===== config.mk =====
export PLATFORM = sky130hd
export DESIGN_NAME = seg_scan_decoder
export DESIGN_NICKNAME = d
export VERILOG_FILES = /design/src/rtl/seg_scan_decoder.sv
export SDC_FILE = /design/constraint.sdc
export NUM_CORES = 1
export LEC_CHECK = 0
export BUFFER_PORTS_ARGS = -buffer_cell sky130_fd_sc_hd__buf_2
export CAP_MARGIN = 30
export CORE_MARGIN = 1.5
export CORE_UTILIZATION = 45
export DETAILED_ROUTE_END_ITERATION = 8
export PLACE_DENSITY_LB_ADDON = 0.3
export SLEW_MARGIN = 20
export SYNTH_ARGS = -nofsm -noshare
export SYNTH_HDL_FRONTEND = slang
export SYNTH_SLANG_ARGS = --single-unit

===== constraint.sdc =====
create_clock -name I_sys_clk -period 3.6 [get_ports I_sys_clk]
set_input_delay 0.18 -clock I_sys_clk [delete_from_list [all_inputs] [get_ports I_sys_clk]]
set_output_delay 0.18 -clock I_sys_clk [all_outputs]
set_load 0.05 [all_outputs]

===== src/rtl/seg_scan_decoder.sv =====
// Passive monitor for a multiplexed 4-digit common-anode 7-segment bus; rebuilds the displayed 16-bit value.
// Optional build macro SEG_DP_CAPTURE_EN: capture per-digit decimal points into O_dp (otherwise O_dp is 0).
module seg_scan_decoder #(
    parameter int unsigned STABLE_CYCLES = 4,
    parameter int unsigned TIMEOUT       = 20000
) (
    input  logic        I_sys_clk,
    input  logic        I_rst,
    input  logic [3:0]  I_sel,
    input  logic [7:0]  I_seg,
    output logic [15:0] O_data,
    output logic        O_valid,
    output logic [3:0]  O_dp,
    output logic        O_err,
    output logic        O_timeout
);

    localparam int unsigned DIGITS = 4;
    localparam int unsigned NIB_W  = 4;
    localparam int unsigned SEG_W  = 8;
    localparam int unsigned DATA_W = DIGITS * NIB_W;
    localparam int unsigned CNT_W  = 8;
    localparam int unsigned IDLE_W = 16;

    localparam logic [CNT_W-1:0]  STABLE_MAX = CNT_W'(STABLE_CYCLES);
    localparam logic [IDLE_W-1:0] IDLE_MAX   = IDLE_W'(TIMEOUT);

    // Inverse hex-to-segment lookup on seg[6:0]; bit 4 flags a legal pattern.
    function automatic logic [NIB_W:0] seg_decode(input logic [6:0] s);
        logic [NIB_W:0] r;
        r = '0;
        case (s)
            7'h40:   r = {1'b1, 4'h0};
            7'h79:   r = {1'b1, 4'h1};
            7'h24:   r = {1'b1, 4'h2};
            7'h30:   r = {1'b1, 4'h3};
            7'h19:   r = {1'b1, 4'h4};
            7'h12:   r = {1'b1, 4'h5};
            7'h02:   r = {1'b1, 4'h6};
            7'h78:   r = {1'b1, 4'h7};
            7'h00:   r = {1'b1, 4'h8};
            7'h10:   r = {1'b1, 4'h9};
            7'h08:   r = {1'b1, 4'hA};
            7'h03:   r = {1'b1, 4'hB};
            7'h46:   r = {1'b1, 4'hC};
            7'h21:   r = {1'b1, 4'hD};
            7'h06:   r = {1'b1, 4'hE};
            7'h0E:   r = {1'b1, 4'hF};
            default: r = '0;
        endcase
        return r;
    endfunction

    logic [DIGITS-1:0] sel_s1, sel_s2;
    logic [SEG_W-1:0]  seg_s1, seg_s2;
    logic [CNT_W-1:0]  stable_cnt;
    logic [IDLE_W-1:0] idle_cnt;
    logic [DIGITS-1:0] mask, mask_nxt;
    logic [DATA_W-1:0] shadow, shadow_nxt;

    logic              changed_c;
    logic              sample_c;
    logic              sel_blank_c;
    logic              sel_onehot_c;
    logic [NIB_W:0]    dec_c;
    logic              dec_hit_c;
    logic [NIB_W-1:0]  dec_nib_c;
    logic              digit_wr_c;
    logic              err_set_c;
    logic              frame_done_c;
    logic              idle_hit_c;

    // Two-flop synchronizers on the asynchronous display pins.
    always_ff @(posedge I_sys_clk or posedge I_rst) begin
        if (I_rst) begin
            sel_s1 <= '0;
            sel_s2 <= '0;
            seg_s1 <= '0;
            seg_s2 <= '0;
        end else begin
            sel_s1 <= I_sel;
            sel_s2 <= sel_s1;
            seg_s1 <= I_seg;
            seg_s2 <= seg_s1;
        end
    end

    // The first stage is next cycle's second-stage value, so no extra history flop is needed.
    assign changed_c = ({sel_s1, seg_s1} != {sel_s2, seg_s2});
    assign sample_c  = !changed_c && (stable_cnt == (STABLE_MAX - CNT_W'(1)));

    always_ff @(posedge I_sys_clk or posedge I_rst) begin
        if (I_rst) begin
            stable_cnt <= '0;
        end else if (changed_c) begin
            stable_cnt <= '0;
        end else if (stable_cnt != STABLE_MAX) begin
            stable_cnt <= stable_cnt + CNT_W'(1);
        end
    end

    assign sel_blank_c  = (sel_s2 == '0);
    assign sel_onehot_c = !sel_blank_c && ((sel_s2 & (sel_s2 - DIGITS'(1))) == '0);
    assign dec_c        = seg_decode(seg_s2[6:0]);
    assign dec_hit_c    = dec_c[NIB_W];
    assign dec_nib_c    = dec_c[NIB_W-1:0];

    assign digit_wr_c   = sample_c && sel_onehot_c && dec_hit_c;
    assign err_set_c    = sample_c && ((!sel_blank_c && !sel_onehot_c) || (sel_onehot_c && !dec_hit_c));
    assign frame_done_c = (mask == '1);
    assign idle_hit_c   = !sample_c && (idle_cnt == (IDLE_MAX - IDLE_W'(1)));

    // Shadow/mask update: clears from frame completion or timeout happen before a same-cycle digit write.
    always_comb begin
        mask_nxt   = mask;
        shadow_nxt = shadow;
        if (frame_done_c || idle_hit_c) begin
            mask_nxt = '0;
        end
        if (digit_wr_c) begin
            mask_nxt = mask_nxt | sel_s2;
            for (int i = 0; i < DIGITS; i++) begin
                if (sel_s2[i]) begin
                    shadow_nxt[NIB_W*i +: NIB_W] = dec_nib_c;
                end
            end
        end
    end

    always_ff @(posedge I_sys_clk or posedge I_rst) begin
        if (I_rst) begin
            mask   <= '0;
            shadow <= '0;
        end else begin
            mask   <= mask_nxt;
            shadow <= shadow_nxt;
        end
    end

    // Idle watchdog; a sample event always beats a coincident timeout.
    always_ff @(posedge I_sys_clk or posedge I_rst) begin
        if (I_rst) begin
            idle_cnt  <= '0;
            O_timeout <= 1'b0;
        end else if (sample_c) begin
            idle_cnt  <= '0;
            O_timeout <= 1'b0;
        end else begin
            if (idle_cnt != IDLE_MAX) begin
                idle_cnt <= idle_cnt + IDLE_W'(1);
            end
            if (idle_hit_c) begin
                O_timeout <= 1'b1;
            end
        end
    end

    always_ff @(posedge I_sys_clk or posedge I_rst) begin
        if (I_rst) begin
            O_data  <= '0;
            O_valid <= 1'b0;
            O_err   <= 1'b0;
        end else begin
            O_valid <= frame_done_c;
            if (frame_done_c) begin
                O_data <= shadow;
            end
            if (err_set_c) begin
                O_err <= 1'b1;
            end
        end
    end

`ifdef SEG_DP_CAPTURE_EN
    logic [DIGITS-1:0] shadow_dp, shadow_dp_nxt;

    // Decimal point is active-low on the bus; stored as 1 = lit.
    always_comb begin
        shadow_dp_nxt = shadow_dp;
        if (digit_wr_c) begin
            for (int i = 0; i < DIGITS; i++) begin
                if (sel_s2[i]) begin
                    shadow_dp_nxt[i] = ~seg_s2[SEG_W-1];
                end
            end
        end
    end

    always_ff @(posedge I_sys_clk or posedge I_rst) begin
        if (I_rst) begin
            shadow_dp <= '0;
            O_dp      <= '0;
        end else begin
            shadow_dp <= shadow_dp_nxt;
            if (frame_done_c) begin
                O_dp <= shadow_dp;
            end
        end
    end
`else
    assign O_dp = 4'b0000;
`endif

endmodule


==> flow_summary.toml <==
[floorplanning]
die_x_um = 97.92
die_area_um2 = 9587
start_util_pct = 46.48
io_pins = 37
die_h_um = 97.92
rows = 34
fp.coreArea_um2 = 8721

[timing]
max_freq_mhz = 401.0
timing.final.crit_share_pct = 69.28
tightest_slew_ns = 0.9727
finClkSkew_ns = 0.01071
setup_viol = 0
rsz0062_at_grt = "no"
fin_setup_tns_ns = 0
maxSlewViolCount = 0
slew_headroom_pct = 34.33
hold_ws_ns = 0.3982
fin_crit_ns = 2.494
hold_viol = 0

[routing]
drc_errors = 0
ant_nets = 0
routedWlPerCell_um = 14.01
first_pass_iters = 7
vias_per_cell = 5.202
num_vias = 2710
drt_iter0_markers = 138
routed_wirelength_mm = 7.298

[synthesis]
synth_ff_type = "dfrtp_1"
ys_ff_latch = 87
async_flop_share_pct = 100.0
synth_top_area_share_pct = 53.70
synth_common_cells = "dfrtp_1, nand2_1, nor2_1"
synth_most_common_cell = "dfrtp_1"
avgSynthCellArea_um2 = 11.11
synth.area.top_cells = "dfrtp_1, xor2_1, nand2_1"
syn_area_um2 = 4054
synth_cell_types = 56
synth_edf_count = 0
synth.largest_area_cell = "dfrtp_1"
yosysWarnings = 0
synth_seq_area_share_pct = 53.70
syn_inst = 365

[grt]
grt_max_degree = 48
grt_pass1_wl_mm = 12.66
grtUsageMet1_pct = 23.05
grt_pass1_vias = 2576
antenna_found_initial = 0
grt.met3_usage_pct = 3.006
grt-busiest-layer = "met2"
grt_overflow_total = 0
grt_use_met2_pct = 25.36
grt.total_usage_pct = 16.49

[setup_path]
cp.required_ns = 3.83
worstSetupPathType = "flop to flop"
end_kind = "flop"
slowest_delay_ns = 0.65
crit_fanout = 17
cp_slowest_cell = "dfrtp_1"
critPathArrivalTime_ns = 2.73
crit_path_cell_trace = "and3_1, nor4b_1, a21oi_2, a311oi_4, mux2_2"
cp-start-kind = "flop"

[finish]
area_growth_pct = 13.77
instances_no_fill = 521
final_nets = 426
drive_gt1_share_pct = 21.07
diodes = 0

[run]
maxCapViolations = 0

[cts]
cts_root_buf = "clkbuf_8"
htreeDepth = 3
cts_setup_buffers = 0
cts_resized = 0
ctsHoldBuffers = 13
cts.sinks = 87
numCtsBuffers = 9
path_clk_slew_ns = 0.09
worstSkewPairLatency_ns = 0.35
cts_max_path_buffers = 2
cts_tree = "built"

[pwr]
pwr-share-comb_pct = 5.4
leakagePower_nw = 2.203
power_per_cell_area_nw_per_um2 = 392.0
power.total_mw = 1.808
p_clk_share_pct = 38.5
switching_share_pct = 23.42
power_frac_seq_pct = 56.1
p_int_mw = 1.384
p_switching_uw = 423.5
irDropWorstVdd_uv = 221.9

[min_path]
hp-class = "flop to flop"

[run_status]
status = "finished, final reports clean"

[placed_design]
port_buffers = 32
gp_congestion = 0.9077
hpwl_mm = 4.963
dp.cells = 492
state kept, by name (all words and copies together), names as in the netlist:
register    flops
sel_s1          4
seg_s1          8
seg_s2          8
idle_cnt       16
mask            4
O_err           1
O_data         16
sel_s2          4
O_timeout       1
shadow         16
O_valid         1
stable_cnt      8
cell families (layout without fill, tap and decap cells):
group	after synthesis	count (layout)	share of synthesized area (%)
DFF	87	87	53.70
AOI/OAI and AO/OA	39	39	8.550
xor gates and xnor gates	33	33	7.130
buffers and inverters	32	77	3.919
other	1	4	0.09250
adders and majority gates	4	4	1.235
muxes	17	17	4.568
and+or+nand+nor	152	152	20.80
power by group through the flow:
stage,clock [mW],sequential (mW),combinational (mW)
after floorplan,0,1.02,0.0871
after global placement,0,1.03,0.0872
after detailed placement,0,1.03,0.0889
after CTS,0.714,1.01,0.0996
after global routing,0.759,1.02,0.109
final,0.697,1.01,0.0976
final timing paths:
check / cells past startpoint / slack (ns) / from / to
min reg2reg: 0 / 0.40 / seg_s1[2] / seg_s2[2]
min in group asynchronous: 3 / 0.50 / I_rst / idle_cnt[15]
max reg2reg: 5 / 1.11 / seg_s2[3] / shadow[0]
min: 0 / 0.40 / seg_s1[2] / seg_s2[2]
max in group asynchronous: 4 / 2.10 / I_rst / stable_cnt[6]
max: 5 / 1.11 / seg_s2[3] / shadow[0]
metal layers:
metal	routed length, um	share of wire, %
met5	0	0
met4	61	0.84
met3	277	3.8
met2	3390	46
met1	3568	49
through the flow:
| stage | worst slack, ns | utilization, % | instance area, um^2 |
|---|---|---|---|
| after global placement | 1.293 | 48.88 | 4263 |
| after floorplan | 1.170 | - | 4065 |
| final | 1.106 | 52.88 | 4612 |
| after global routing | 0.9643 | 52.88 | 4612 |
| after CTS | 1.139 | 52.88 | 4612 |
| after detailed placement | 1.143 | 49.01 | 4274 |
worst max-delay path, delay by kind of cell (launching register included):
family | cells | cell delay, ns
AOI/OAI and AO/OA | 2 | 0.62
muxes | 1 | 0.39
DFF | 1 | 0.65
and+or+nand+nor | 2 | 0.71
cell usage in the layout (no fill, tap or decap), types with 3 or more instances in the layout:
cell type,count
conb_1,4
nor3_1,5
inv_1,13
o21ai_0,9
buf_2,32
a31o_2,3
nand2_1,46
mux2i_1,5
or3b_2,4
a311oi_4,4
a21oi_1,8
ha_1,4
clkinv_2,3
nand2b_1,5
nor2_1,36
nor4b_1,4
nor4_4,3
nand4_1,9
dlygate4sd3_1,13
clkbuf_8,11
and3_1,4
xor2_1,25
mux2_2,12
xnor2_1,8
nand3_1,13
or2_2,3
dfrtp_1,87
layout make-up:
type | count | area, um^2
Timing Repair Buffer | 47 | 309.0
Sequential cell | 87 | 2177
Clock buffer | 11 | 151.4
Inverter | 14 | 53.80
Fill cell | 771 | 4109
Tap cell | 108 | 135.1
Clock inverter | 5 | 56.30
Multi-Input combinational cell | 249 | 1729
Note: power is estimated with default switching activity, not from simulation.
